==> src/rtl/n64_pkg.sv <==
// N64 joybus transmitter shared types.
// FSM state encoding and default bit-cell timing.
package n64_pkg;

  typedef enum logic [1:0] {
    S_IDLE,
    S_BIT,
    S_STOP,
    S_GAP
  } state_t;

  localparam int N64_T_LOW  = 100;
  localparam int N64_T_DATA = 300;
  localparam int N64_T_BIT  = 400;

endpackage

==> src/rtl/n64_bit_cell.sv <==
// One joybus bit cell: low pulse, data phase, high tail.
// Also plays the short console-style stop cell.
module n64_bit_cell
  import n64_pkg::*;
#(
  parameter int T_LOW     = N64_T_LOW,
  parameter int T_DATA    = N64_T_DATA,
  parameter int T_BIT     = N64_T_BIT,
  parameter int T_STOP_HI = 200
) (
  input  logic clk,
  input  logic rst,
  input  logic i_go,
  input  logic i_bit,
  input  logic i_short_stop,
  output logic o_level,
  output logic o_cell_done
);

  localparam int CNTW = $clog2(T_BIT);
  localparam logic [CNTW-1:0] C_LOW  = CNTW'(T_LOW);
  localparam logic [CNTW-1:0] C_DATA = CNTW'(T_DATA);
  localparam logic [CNTW-1:0] C_LAST = CNTW'(T_BIT - 1);
  localparam logic [CNTW-1:0] C_SLAST = CNTW'(T_LOW + T_STOP_HI - 1);

  logic [CNTW-1:0] r_cnt;
  logic            r_active;
  logic            r_bit;
  logic            r_short;
  logic            r_level;

  logic [CNTW-1:0] w_last;
  logic [CNTW-1:0] w_cnt_n;
  logic            w_end;
  logic            w_level_n;

  // Cell end detection and level for the next count.
  always_comb begin
    w_last    = r_short ? C_SLAST : C_LAST;
    w_end     = r_active && (r_cnt == w_last);
    w_cnt_n   = r_cnt + CNTW'(1);
    w_level_n = 1'b1;
    if (w_cnt_n < C_LOW) begin
      w_level_n = 1'b0;
    end else if (!r_short && (w_cnt_n < C_DATA)) begin
      w_level_n = r_bit;
    end
  end

  // Counter and registered line level; go wins so cells abut.
  always_ff @(posedge clk) begin
    if (rst) begin
      r_cnt    <= '0;
      r_active <= 1'b0;
      r_bit    <= 1'b1;
      r_short  <= 1'b0;
      r_level  <= 1'b1;
    end else if (i_go) begin
      r_cnt    <= '0;
      r_active <= 1'b1;
      r_bit    <= i_bit;
      r_short  <= i_short_stop;
      r_level  <= 1'b0;
    end else if (w_end) begin
      r_cnt    <= '0;
      r_active <= 1'b0;
      r_level  <= 1'b1;
    end else if (r_active) begin
      r_cnt    <= w_cnt_n;
      r_level  <= w_level_n;
    end
  end

  assign o_level     = r_level;
  assign o_cell_done = w_end;

endmodule

==> src/rtl/n64_tx_frame.sv <==
// N64 joybus multi-byte frame transmitter.
// Handshake, frame FSM and shift register around a bit cell.
module n64_tx_frame
  import n64_pkg::*;
#(
  parameter int MAX_BYTES  = 4,
  parameter int T_LOW      = N64_T_LOW,
  parameter int T_DATA     = N64_T_DATA,
  parameter int T_BIT      = N64_T_BIT,
  parameter int STOP_MODE  = 0,
  parameter int T_STOP_HI  = 200,
  parameter int GAP_CYCLES = 100
) (
  input  logic                             clk,
  input  logic                             rst,
  input  logic                             start,
  input  logic [$clog2(MAX_BYTES+1)-1:0]   num_bytes,
  input  logic [8*MAX_BYTES-1:0]           payload,
  output logic                             ready,
  output logic                             data_out,
  output logic                             writing_data,
  output logic                             done,
  output logic                             err
);

  localparam int CW = $clog2(MAX_BYTES + 1);
  localparam int IW = $clog2(8 * MAX_BYTES + 1);
  localparam int GW = $clog2(GAP_CYCLES + 1);
  localparam int NB = 8 * MAX_BYTES;

  state_t          r_state;
  state_t          w_state_n;
  logic [NB-1:0]   r_sr;
  logic [NB-1:0]   w_sr_n;
  logic [NB-1:0]   w_ord;
  logic [IW-1:0]   r_idx;
  logic [IW-1:0]   w_idx_n;
  logic [IW-1:0]   r_total;
  logic [IW-1:0]   w_total_n;
  logic [GW-1:0]   r_gap;
  logic [GW-1:0]   w_gap_n;
  logic            r_ready;
  logic            w_ready_n;
  logic            r_wr;
  logic            w_wr_n;
  logic            r_done;
  logic            w_done_n;
  logic            r_err;
  logic            w_err_n;
  logic            w_valid;
  logic            w_go;
  logic            w_bit;
  logic            w_short;
  logic            w_level;
  logic            w_cell_done;

  n64_bit_cell #(
    .T_LOW     (T_LOW),
    .T_DATA    (T_DATA),
    .T_BIT     (T_BIT),
    .T_STOP_HI (T_STOP_HI)
  ) u_cell (
    .clk          (clk),
    .rst          (rst),
    .i_go         (w_go),
    .i_bit        (w_bit),
    .i_short_stop (w_short),
    .o_level      (w_level),
    .o_cell_done  (w_cell_done)
  );

  // Byte 0 goes to the top so the frame shifts out MSB-first.
  always_comb begin
    w_ord = '0;
    for (int b = 0; b < MAX_BYTES; b++) begin
      w_ord[8*(MAX_BYTES-1-b) +: 8] = payload[8*b +: 8];
    end
    w_valid = (num_bytes != '0) && (num_bytes <= CW'(MAX_BYTES));
  end

  // Next-state and next-output logic for the frame FSM.
  always_comb begin
    w_state_n = r_state;
    w_sr_n    = r_sr;
    w_idx_n   = r_idx;
    w_total_n = r_total;
    w_gap_n   = r_gap;
    w_ready_n = r_ready;
    w_wr_n    = r_wr;
    w_done_n  = 1'b0;
    w_err_n   = 1'b0;
    w_go      = 1'b0;
    w_bit     = 1'b1;
    w_short   = 1'b0;
    unique case (r_state)
      S_IDLE: begin
        w_ready_n = 1'b1;
        w_wr_n    = 1'b0;
        if (start) begin
          if (w_valid) begin
            w_go      = 1'b1;
            w_bit     = payload[7];
            w_sr_n    = w_ord << 1;
            w_idx_n   = IW'(1);
            w_total_n = IW'({num_bytes, 3'b000});
            w_state_n = S_BIT;
            w_ready_n = 1'b0;
            w_wr_n    = 1'b1;
          end else begin
            w_err_n = 1'b1;
          end
        end
      end
      S_BIT: begin
        if (w_cell_done) begin
          w_go = 1'b1;
          if (r_idx == r_total) begin
            w_short   = (STOP_MODE != 0);
            w_state_n = S_STOP;
          end else begin
            w_bit   = r_sr[NB-1];
            w_sr_n  = r_sr << 1;
            w_idx_n = r_idx + IW'(1);
          end
        end
      end
      S_STOP: begin
        if (w_cell_done) begin
          w_state_n = S_GAP;
          w_gap_n   = '0;
        end
      end
      S_GAP: begin
        if (r_gap == GW'(GAP_CYCLES - 1)) begin
          w_state_n = S_IDLE;
          w_ready_n = 1'b1;
          w_wr_n    = 1'b0;
          w_done_n  = 1'b1;
        end else begin
          w_gap_n = r_gap + GW'(1);
        end
      end
      default: w_state_n = S_IDLE;
    endcase
  end

  // State, datapath and registered handshake outputs.
  always_ff @(posedge clk) begin
    if (rst) begin
      r_state <= S_IDLE;
      r_sr    <= '0;
      r_idx   <= '0;
      r_total <= '0;
      r_gap   <= '0;
      r_ready <= 1'b1;
      r_wr    <= 1'b0;
      r_done  <= 1'b0;
      r_err   <= 1'b0;
    end else begin
      r_state <= w_state_n;
      r_sr    <= w_sr_n;
      r_idx   <= w_idx_n;
      r_total <= w_total_n;
      r_gap   <= w_gap_n;
      r_ready <= w_ready_n;
      r_wr    <= w_wr_n;
      r_done  <= w_done_n;
      r_err   <= w_err_n;
    end
  end

  assign ready        = r_ready;
  assign data_out     = w_level;
  assign writing_data = r_wr;
  assign done         = r_done;
  assign err          = r_err;

endmodule

==> config.mk <==
export PLATFORM = sky130hd
export DESIGN_NAME = n64_tx_frame
export DESIGN_NICKNAME = d
export VERILOG_FILES = /design/src/rtl/n64_pkg.sv /design/src/rtl/n64_bit_cell.sv /design/src/rtl/n64_tx_frame.sv
export SDC_FILE = /design/constraint.sdc
export NUM_CORES = 1
export LEC_CHECK = 0
export ABC_CLOCK_PERIOD_IN_PS = 4600
export CORE_ASPECT_RATIO = 1.1
export CORE_MARGIN = 2
export CORE_UTILIZATION = 48
export CTS_BUF_LIST = sky130_fd_sc_hd__clkbuf_2
export DETAILED_ROUTE_END_ITERATION = 10
export HOLD_SLACK_MARGIN = 0.05
export PLACE_DENSITY = 0.71
export REMOVE_ABC_BUFFERS = 1
export SLEW_MARGIN = 40
export SYNTH_ARGS = -nofsm -noshare
export SYNTH_HDL_FRONTEND = slang
export SYNTH_SLANG_ARGS = --single-unit
==> constraint.sdc <==
create_clock -name clk -period 4.6 [get_ports clk]
set_input_delay 0.69 -clock clk [delete_from_list [all_inputs] [get_ports clk]]
set_output_delay 0.69 -clock clk [all_outputs]
set_load 0.05 [all_outputs]
==> flow_metrics.tcl <==
set metrics [dict create \
    fin_nets 450 \
    rsz0062_at_grt "false" \
    ys.warnings.count 0 \
    diodes 0 \
    avgSynthCellArea_um2 8.894 \
    io_pins 43 \
    synth_edf_count 0 \
    num_rows 32 \
    floorplan.initialDensity_pct 48.66 \
    ys.flop_type "dfxtp_1" \
    die_y_um 91.89 \
    die_x_um 83.90 \
    cts_tree "built" \
    portBuffers 42 \
    netlist_top_cells_area "dfxtp_1 39%, mux2i_1 10%, a211oi_1 6.9%" \
    synth_area_leader_cell "dfxtp_1" \
    clk_latency_ns 0.51 \
    finalSetupViolCount 0 \
    synth.distinct_cells 50 \
    required_ns 4.97 \
    cp-end-kind "register" \
    drc_errors 0 \
    hold_buffers 0 \
    ys_seq_elements 65 \
    period_needed_ns 2.817 \
    drv_slew 0 \
    hold_viol_final 0 \
    max_freq_mhz 355.0 \
    wl_per_cell_um 14.39 \
    clk_path_buf_depth 2 \
    antenna_left 0 \
    drive_gt1_share_pct 7.579 \
    drtPass1Iterations 4 \
    fin_crit_sh_pct 61.24 \
    antenna_found_initial 0 \
    cts_resized 0 \
    cp-start-kind "register" \
    area_growth_pct 16.22 \
    clock_skew_ns 0.02190 \
    num_vias 2897 \
    syn_area_um2 3371 \
    nFillCells 656 \
    holdWs_ns 0.4856 \
    grt_use_total_pct 18.79 \
    async_flop_share_pct 0 \
    numCtsBuffers 9 \
    synth_top_area_share_pct 38.60 \
    place_congestion 0.8271 \
    drt_iter0_drc 105 \
    cts.clk_slew.worst_paths_ns 0.19 \
    grt_pass1_vias 2579 \
    layout_common_cells "65 x dfxtp_1, 45 x a21oi_1, 41 x clkdlybuf4s50_1" \
    core_um2 6927 \
    h-tree-depth 3 \
    synth_cells 379 \
    routed_wl_mm 7.107 \
    vias_per_cell 5.864 \
    ir_drop_uv 314.6 \
    p_leak_uw 0.001329 \
    worstMarginPinSlew_ns 0.7901 \
    min_path_type "register to register" \
    root_buffer "clkbuf_2" \
    cp_max_fo 23 \
    grt_max_degree 56 \
    powerDensity_nw_per_um2 507.7 \
    numClockSinks 65 \
    grt_pass1_wl_mm 11.90 \
    slew_headroom_pct 46.92 \
    dieArea_um2 7710 \
    grt_remaining_overflow 0 \
    crit_arrival_ns 3.19 \
    crit_type "register to register" \
    final_common_cell "dfxtp_1" \
    cts_setup_buffers 0 \
    drv_cap 0 \
    finalSetupTns_ns 0 \
    dp_hpwl_mm 4.823 \
    ys_seq_area_share_pct 38.60 \
    status "finished, final reports clean" \
]
## routing by layer
layer | share of wire (%) | wire length (um) | track usage (%) | vias up
li1 | - | - | - | 1465
met1 | 48 | 3441 | 24.96 | 1354
met2 | 46 | 3258 | 29.27 | 64
met3 | 3.7 | 260 | 3.600 | 14
met4 | 2.1 | 146 | 9.274 | 0
met5 | 0 | 0 | 0 | -
## synth_stat cells (all sizes together) (2+ instances only)
cell,instances
a211oi,31
a21oi,45
a31o,4
a31oi,4
a41oi,2
and2,2
and3,5
and4b,3
buf,11
clkbuf,20
dfxtp,65
ha,8
inv,13
mux2i,35
nand2,16
nand2b,2
nand3,10
nand4,12
nand4b,2
nor2,21
nor2b,2
nor3,4
nor4,3
o211ai,3
o21a,2
o21ai,7
o2bb2ai,2
o31a,3
o31ai,5
or2,2
or3,5
or4,2
or4b,2
xnor2,7
xor2,8
## sequential cells by signal, summed over array words and instances, names as in the netlist
| signal | flops |
|---|---|
| r_sr | 31 |
| u_cell.r_cnt | 9 |
| r_gap | 7 |
| r_idx | 6 |
| r_total | 3 |
| r_state | 2 |
| done | 1 |
| err | 1 |
| ready | 1 |
| u_cell.o_level | 1 |
| u_cell.r_active | 1 |
| u_cell.r_bit | 1 |
| writing_data | 1 |
## critical path, stage by stage (launching register included)
cell	delay (ns)
dfxtp_1	0.56
ha_1	0.44
and4_1	0.35
and3_1	0.30
a31oi_1	0.18
nor2_2	0.38
buf_4	0.35
a211oi_1	0.12
## cells by family (layout without fill, tap and decap cells)
group,Yosys count,count (layout),share of synthesized area (%)
AO/OA/AOI/OAI,115,115,22.27
XOR/XNOR,15,15,3.898
adder cells (fa/ha/maj),8,8,2.970
buffers and inverters,44,74,5.419
flip-flops,65,65,38.60
multiplexers,35,35,10.39
AND/OR/NAND/NOR,97,97,16.44
## per-stage QoR
| stage | area, um2 | setup slack, ns | power [uW] | std cells | util [%] |
|---|---|---|---|---|---|
| 6_report | 3918 | 1.783 | 1989 | 494 | 56.56 |
| 5_1_grt | 3918 | 1.486 | 2129 | 494 | 56.56 |
| 4_1_cts | 3918 | 1.763 | 2005 | 494 | 56.56 |
| 3_5_place_dp | 3802 | 1.712 | 1665 | 478 | 54.90 |
| 3_3_place_gp | 3800 | 1.748 | 1647 | 478 | 54.86 |
| 2_1_floorplan | 3237 | 0.9488 | 1432 | 348 | - |
## final timing paths
check / startpoint / end / slack, ns / depth (start not counted)
setup / recovery: u_cell.r_cnt[0]$_SDFFE_PP0P_ / r_sr[13]$_SDFFE_PP0P_ / 1.78 / 7
setup reg to reg: u_cell.r_cnt[0]$_SDFFE_PP0P_ / r_sr[13]$_SDFFE_PP0P_ / 1.78 / 7
hold reg to reg: r_gap[1]$_SDFFE_PP0P_ / r_gap[1]$_SDFFE_PP0P_ / 0.49 / 2
hold / removal: r_gap[1]$_SDFFE_PP0P_ / r_gap[1]$_SDFFE_PP0P_ / 0.49 / 2
## final cells by class
class                      count  area, um2  area share (%)
clock buffer                   9      45.04           1.150
clock inverter                 7      70.07           1.789
inverter                      13      48.80           1.246
multi-input combinational    270       1906           48.64
sequential                    65       1301           33.22
tap                           85      106.4           2.715
timing repair buffer          45      440.4           11.24
## power by group
part | internal, uW | switching (uW)
logic | 343 | 480
registers | 724 | 102
clock network | 124 | 216
Note: power is estimated with default switching activity, not from simulation.
